--- config.mk ---
export PLATFORM = sky130hd
export DESIGN_NAME = instr_loader
export DESIGN_NICKNAME = d
export VERILOG_FILES = /design/src/rtl/instr_loader.sv
export SDC_FILE = /design/constraint.sdc
export NUM_CORES = 1
export LEC_CHECK = 0
export CAP_MARGIN = 20
export CORE_MARGIN = 1
export CORE_UTILIZATION = 54
export DETAILED_ROUTE_END_ITERATION = 8
export PLACE_DENSITY = 0.79
export SLEW_MARGIN = 30
export SYNTH_ARGS = -nofsm -noshare
export SYNTH_HDL_FRONTEND = slang
export SYNTH_SLANG_ARGS = --single-unit
--- constraint.sdc ---
create_clock -name clk -period 2.35 [get_ports clk]
set_input_delay 0.5875 -clock clk [delete_from_list [all_inputs] [get_ports clk]]
set_output_delay 0.5875 -clock clk [all_outputs]
set_load 0.05 [all_outputs]
--- src/rtl/instr_loader.sv ---
`timescale 1ns/1ps
// instr_loader: boot-time program loader for the instruction memory.
// Accepts a framed byte stream: a 16-bit big-endian word count N, then N
// big-endian 32-bit words. Each word is written to sequential word addresses
// 0..N-1. The processor is held in reset until the image is complete.
//
// Optional feature macro: LOADER_CHECKSUM_EN. When defined, a trailing XOR
// checksum byte over all payload bytes is checked in a CHK state.
//
// Ports:
//   clk           clock, rising edge
//   reset         asynchronous active-low reset
//   in_valid      stream byte valid
//   in_data       stream byte
//   in_ready      loader can accept a byte (decoded from state)
//   reload        request a new load; honoured in DONE/ERROR only
//   imem_we       instruction-memory write strobe, one cycle per word
//   imem_addr     word address of the write
//   imem_wdata    word to write
//   cpu_hold      1 keeps the processor in reset
//   done          image loaded successfully
//   error         frame rejected
//   words_loaded  number of words written in the current load
module instr_loader #(
    parameter int unsigned ADDR_W = 8
) (
    input  logic              clk,
    input  logic              reset,
    input  logic              in_valid,
    input  logic [7:0]        in_data,
    output logic              in_ready,
    input  logic              reload,
    output logic              imem_we,
    output logic [ADDR_W-1:0] imem_addr,
    output logic [31:0]       imem_wdata,
    output logic              cpu_hold,
    output logic              done,
    output logic              error,
    output logic [ADDR_W:0]   words_loaded
);

    localparam int unsigned WL_W      = ADDR_W + 1;
    localparam int unsigned MAX_WORDS = 32'd1 << ADDR_W;

    typedef enum logic [2:0] {
        S_HDR0  = 3'd0,
        S_HDR1  = 3'd1,
        S_DATA  = 3'd2,
`ifdef LOADER_CHECKSUM_EN
        S_CHK   = 3'd3,
`endif
        S_DONE  = 3'd4,
        S_ERROR = 3'd5
    } state_t;

    state_t      state_q;
    state_t      state_d;

    logic [7:0]  hdr_hi_q;
    logic [15:0] word_cnt_q;
    logic [1:0]  byte_cnt_q;
    logic [23:0] shift_q;
`ifdef LOADER_CHECKSUM_EN
    logic [7:0]  xor_q;
`endif

    logic        ready_c;
    logic        accept_c;
    logic        last_word_c;
    logic        overflow_c;
    logic        word_done_c;
    logic        stay_done_c;
    logic        stay_error_c;
    logic [15:0] hdr_cnt_c;

    // States that accept stream bytes.
    always_comb begin
        ready_c = 1'b0;
        case (state_q)
            S_HDR0, S_HDR1, S_DATA: ready_c = 1'b1;
`ifdef LOADER_CHECKSUM_EN
            S_CHK:                  ready_c = 1'b1;
`endif
            default:                ready_c = 1'b0;
        endcase
    end

    // Gated by reset so the loader never advertises readiness while held.
    assign in_ready     = reset & ready_c;
    assign accept_c     = in_valid & in_ready;
    assign hdr_cnt_c    = {hdr_hi_q, in_data};
    assign overflow_c   = 32'(hdr_cnt_c) > 32'(MAX_WORDS);
    assign last_word_c  = (32'(words_loaded) + 32'd1) == 32'(word_cnt_q);
    assign word_done_c  = accept_c && (state_q == S_DATA) && (byte_cnt_q == 2'd3);
    // Status flags lag state entry by one cycle and drop on the reload edge.
    assign stay_done_c  = (state_q == S_DONE)  && (state_d == S_DONE);
    assign stay_error_c = (state_q == S_ERROR) && (state_d == S_ERROR);

    // State register.
    always_ff @(posedge clk or negedge reset) begin
        if (!reset) begin
            state_q <= S_HDR0;
        end else begin
            state_q <= state_d;
        end
    end

    // Next-state logic.
    always_comb begin
        state_d = state_q;
        case (state_q)
            S_HDR0: begin
                if (accept_c) state_d = S_HDR1;
            end
            S_HDR1: begin
                if (accept_c) begin
                    if (overflow_c) begin
                        state_d = S_ERROR;
                    end else if (hdr_cnt_c == 16'd0) begin
`ifdef LOADER_CHECKSUM_EN
                        state_d = S_CHK;
`else
                        state_d = S_DONE;
`endif
                    end else begin
                        state_d = S_DATA;
                    end
                end
            end
            S_DATA: begin
                if (word_done_c && last_word_c) begin
`ifdef LOADER_CHECKSUM_EN
                    state_d = S_CHK;
`else
                    state_d = S_DONE;
`endif
                end
            end
`ifdef LOADER_CHECKSUM_EN
            S_CHK: begin
                if (accept_c) state_d = (in_data == xor_q) ? S_DONE : S_ERROR;
            end
`endif
            S_DONE, S_ERROR: begin
                if (reload) state_d = S_HDR0;
            end
            default: state_d = S_HDR0;
        endcase
    end

    // Header capture, word assembly, write port and status registers.
    always_ff @(posedge clk or negedge reset) begin
        if (!reset) begin
            hdr_hi_q     <= 8'd0;
            word_cnt_q   <= 16'd0;
            byte_cnt_q   <= 2'd0;
            shift_q      <= 24'd0;
`ifdef LOADER_CHECKSUM_EN
            xor_q        <= 8'd0;
`endif
            imem_we      <= 1'b0;
            imem_addr    <= '0;
            imem_wdata   <= 32'd0;
            cpu_hold     <= 1'b1;
            done         <= 1'b0;
            error        <= 1'b0;
            words_loaded <= '0;
        end else begin
            imem_we  <= 1'b0;
            done     <= stay_done_c;
            error    <= stay_error_c;
            cpu_hold <= ~stay_done_c;

            case (state_q)
                S_HDR0: begin
                    byte_cnt_q <= 2'd0;
`ifdef LOADER_CHECKSUM_EN
                    xor_q      <= 8'd0;
`endif
                    if (accept_c) hdr_hi_q <= in_data;
                end
                S_HDR1: begin
                    if (accept_c) word_cnt_q <= hdr_cnt_c;
                end
                S_DATA: begin
                    if (accept_c) begin
                        byte_cnt_q <= byte_cnt_q + 2'd1;
`ifdef LOADER_CHECKSUM_EN
                        xor_q      <= xor_q ^ in_data;
`endif
                        if (byte_cnt_q == 2'd3) begin
                            imem_we      <= 1'b1;
                            imem_wdata   <= {shift_q, in_data};
                            imem_addr    <= words_loaded[ADDR_W-1:0];
                            words_loaded <= words_loaded + WL_W'(1);
                        end else begin
                            shift_q <= {shift_q[15:0], in_data};
                        end
                    end
                end
                S_DONE, S_ERROR: begin
                    if (reload) words_loaded <= '0;
                end
                default: ;
            endcase
        end
    end

endmodule

### Yosys cells after proc, flatten, opt, wreduce, memory -nomap -nowiden

Index checks and enable logic that the tools add are counted.

| operators by class | value |
|---|---|
| multiplexer cells | 17 |
| bitwise gates (word level) | 4 |
| reduce and logical (&&, ||, !) cells | 17 |
| equality and inequality tests | 11 |
| order comparisons | 1 |
| $add $sub $neg | 3 |

Operators by type and width:

| cell | number |
|---|---|
| two-way mux 9 bit | 3 |
| two-way mux 3 bit | 6 |
| one-hot mux 9 bit (2 select lines) | 1 |
| == test 10 x 16 -> 1 bit | 1 |
| > comparator 16 x 9 -> 1 bit, second input constant | 1 |
| zero test 16 bit | 1 |
| == test 3 bit, second input constant | 4 |
| one-hot mux 3 bit (4 select lines) | 1 |
| adder 9 x 1 -> 10 bit, second input constant | 1 |
| adder 9 x 1 -> 9 bit, second input constant | 1 |
| AND reduction 2 bit | 3 |
| AND reduction 3 bit | 2 |
| logical AND 1 bit | 5 |
| two-way mux 1 bit | 4 |
| != test 2 bit, second input constant | 2 |
| one-hot mux 2 bit (2 select lines) | 1 |
| AND reduction 4 bit | 1 |
| nonzero test 2 bit | 2 |
| == test 3 x 1 -> 1 bit, second input constant | 1 |
| == test 3 x 2 -> 1 bit, second input constant | 1 |
| zero test 3 bit | 1 |
| OR reduction 3 bit | 1 |
| adder 2 x 1 -> 2 bit, second input constant | 1 |
| bitwise AND 1 bit | 2 |
| other kinds (5) | 6 |

| storage, ports and cells | value |
|---|---|
| bits of input ports | 12 |
| output and inout port bits | 54 |
| register bits after elaboration | 106 |
| word-level logic and storage cells | 65 |

### Logic depth before layout (Yosys ltp)

| depth | value |
|---|---|
| depth in word-level cells | 13 |
| mapped depth | 8 |
| depth with buffers taken out | 7 |

### Least setup slack after synthesis

No wires, ideal clock.

| timing | value |
|---|---|
| kind | input -> register |
| start point | in reset |
| end point | reg word_cnt_q[9] |
| arrival | 2.238 ns |
| path buffers | 1 |
| library setup time | 0.128 ns |
| stages on the path | 5 |
| setup slack | -0.016 ns |
| data required time | 2.222 ns |
| cell sequence | inv_1 -> a211oi_2 -> nand3_2 -> buf_4 -> mux2_1 |

| on the way | value |
|---|---|
| word-level cells in the longest chain between the ends | 3 |

Ends and longest elaborated chain:

| what | line | RTL |
|---|---|---|
| from (decl) | 28 | `input logic reset,` |
| bitwise AND 1 bit | 89 | `assign in_ready = reset & ready_c;` |
| via in_ready | 31 | `output logic in_ready,` |
| bitwise AND 1 bit | 90 | `assign accept_c = in_valid & in_ready;` |
| AND reduction 2 bit (no line) | -- |  |
| to (signal assigned) | 183 | `if (accept_c) word_cnt_q <= hdr_cnt_c;` |
| to (decl) | 60 | `logic [15:0] word_cnt_q;` |

The timed path passes the listed nets, and every way through them passes these cells.
A chain may end at the register's enable or synchronous reset.

### Worst setup path after layout

| timing | value |
|---|---|
| start point | reg words_loaded[1] |
| end point | out words_loaded[1] |

RTL lines:

| what | line | RTL |
|---|---|---|
| from (decl) | 39 | `output logic [ADDR_W:0] words_loaded` |
| from (signal assigned) | 195 | `words_loaded <= words_loaded + WL_W'(1);` |

No word-level cell between the ends.

==> results_dict.tcl <==
set metrics [dict create \
    p_per_area_nw_per_um2 760 \
    vias 3318 \
    cts_buffers 9 \
    gp_congestion 0.845 \
    layoutNonFillerInstCount 610 \
    dp_hpwl_um 6810 \
    dieArea_um2 8890 \
    critPathArrivalTime_ns 1.70 \
    grt_max_degree 58 \
    cp-start-kind "flip-flop" \
    crit_path_end_kind "output port" \
    slowest_delay_ns 0.81 \
    nets 514 \
    synth_edf_count 0 \
    seqPwrFrac_pct 54.0 \
    hold_viol 0 \
    p_int_mw 3.07 \
    finClkSkew_ns 0.0121 \
    fin_crit_sh_pct 97.1 \
    p_switching_mw 1.26 \
    synth_cell_type_count 52 \
    worstMarginPinSlew_ns 0.721 \
    cp_cell_sequence "buf_4 -> clkdlybuf4s50_1" \
    drc 0 \
    gr-total-overflow 0 \
    yosysSeqAreaShare_pct 57.7 \
    root_buffer "clkbuf_8" \
    first_pass_iters 4 \
    fin_total_pwr_mw 4.33 \
    clock_path_buffers 2 \
    period_minus_slack_ns 2.28 \
    yosysTopAreaCellShare_pct 57.1 \
    syn_area_um2 4600 \
    grt_pass1_wl_um 15800 \
    rsz0062_at_grt "no" \
    cts_tree "built" \
    finalWirelength_um 9580 \
    avgSynthCellArea_um2 11.0 \
    async_flop_share_pct 100 \
    slew_headroom_pct 51.9 \
    cts.clk_slew.worst_paths_ns 0.11 \
    cp.required_ns 1.76 \
    p_clk_share_pct 27.1 \
    cap_violations 0 \
    rows 33 \
    slew_viol_final 0 \
    ir_drop_mv 0.478 \
    drive_gt1_share_pct 18.6 \
    dieHeight_um 94.3 \
    crit_type "reg -> out" \
    switching_share_pct 29.0 \
    clock.fmax_mhz 438 \
    grt_usage_pct 23.5 \
    initial_core_util_pct 56.0 \
    slowest_stage "clkdlybuf4s50_1" \
    cts_sinks 106 \
    synth_nets 433 \
    combPwrFrac_pct 18.8 \
    coreArea_um2 8220 \
    io_buffers 65 \
    yosysMostFrequentCell "nand2_1" \
    ys_warn_count 0 \
    synthCells 419 \
    syn_to_final_growth_pct 23.8 \
    yosys-top-cells-area "dfrtp_1, nand2_1, mux2_2" \
    clk_latency_ns 0.37 \
    synth_common_cells "nand2_1, dfrtp_1, mux2_2" \
    cts_hold_buf 0 \
    status "completed" \
    p_leak_nw 2.80 \
    synth_top_area_cell "dfrtp_1" \
    synth_seq_cells 106 \
    hold_path.class "in -> async" \
    htree_levels 3 \
    synth_ff_type "dfrtp_1" \
    worstPathMaxFanout 7 \
    num-fill-cells 599 \
    ant_nets 0 \
    dpl.cell_count 594 \
    antennaDiodeCount 0 \
    wl_per_cell_um 15.7 \
    fp.dieW_um 94.3 \
    io_pins 66 \
    grt_antenna_before_repair 0 \
    fin_util_pct 69.3 \
    first_global_vias 3270 \
    setup_viol 0 \
    drt_first_iter_violations 134 \
    vias_per_cell 5.44 \
]
-- per-layer routing --
layer	track usage (%)	vias up	wire length, um
met5	0	-	0
met4	9.62	0	187
met3	3.40	19	432
met2	38.4	105	4670
met1	31.4	1611	4290
li1	-	1583	-
-- layout by cell type (no fill, tap or decap), drive strengths merged, types with 3 or more instances in the layout --
cell type	Yosys	layout
buf	20	30
mux2i	3	3
dlymetal6s2s	0	3
nor4	5	5
nand4	3	3
a21oi	12	12
clkdlybuf4s50	0	56
xnor2	8	8
dfrtp	105	105
xor2	5	5
o31ai	3	3
nand3	14	14
inv	7	10
nor2	10	10
or3	4	4
mux2	48	48
nand2	129	129
a22o	3	3
clkbuf	1	10
o21ai	8	8
-- area by class of cell --
cell class,count,area (um2),area share [%]
Clock inverter,6,71.3,1.25
Tap cell,105,131,2.31
Multi-Input combinational cell,285,1810,31.8
Timing Repair Buffer,91,866,15.2
Inverter,7,26.3,0.461
Sequential cell,106,2650,46.6
Clock buffer,10,138,2.42
-- kinds of logic after synthesis --
| logic type | Yosys count | synth area share, % |
|---|---|---|
| XOR/XNOR | 13 | 2.48 |
| flip-flops | 106 | 57.7 |
| adder cells (fa/ha/maj) | 2 | 0.544 |
| multiplexers | 51 | 12.4 |
| AND/OR/NAND/NOR | 179 | 17.3 |
| buffers and inverters | 28 | 3.13 |
| AO/OA/AOI/OAI | 40 | 6.47 |
-- power groups by stage --
stage / Clock, mW / Sequential [mW] / Combinational, mW
after floorplan: 0 / 2.30 / 0.592
final: 1.18 / 2.34 / 0.815
after detailed placement: 0 / 2.38 / 0.817
after CTS: 1.20 / 2.34 / 0.821
after global routing: 1.26 / 2.38 / 0.888
after global placement: 0 / 2.36 / 0.796
-- state kept, by name (all words and copies together), names as in the netlist --
name,flops
imem_wdata,32
shift_q,24
word_cnt_q,16
words_loaded,9
hdr_hi_q,8
imem_addr,8
state_q,3
byte_cnt_q,2
cpu_hold,1
done,1
error,1
imem_we,1
-- repair_timing --
action,CTS,global route
buffers inserted,0,0
resized for setup,2,3
endpoints found under the setup margin,2,3
hold endpoints to repair,0,0
-- worst max-delay path: cells and delay by family, from the launching register on --
kind                   cells  cell delay, ns
buffers and inverters      2            0.97
DFF                        1            0.36
-- per-stage QoR --
step	hold slack, ns	area, um2	TNS, ns	setup WS [ns]
after floorplan	0.292	4610	0	0.0928
after global placement	0.447	5480	0	0.0866
after detailed placement	0.459	5480	-0.0140	-0.0140
after CTS	0.368	5690	0	0.00717
after global routing	0.409	5700	0	0.00303
final	0.337	5700	0	0.0672
-- path summary, 6_finish.rpt --
path | startpoint | end | slack, ns | depth (start not counted)
setup / recovery | words_loaded[1] | words_loaded[1] | 0.07 | 2
hold / removal | reset | error | 0.34 | 2
setup reg to reg | words_loaded[3] | state_q[1] | 0.24 | 7
hold reg to reg | shift_q[16] | imem_wdata[24] | 0.48 | 2
max in group asynchronous | reset | imem_wdata[27] | 1.49 | 2
min in group clk | shift_q[16] | imem_wdata[24] | 0.48 | 2
No activity file was read; power rests on OpenSTA's default activity.
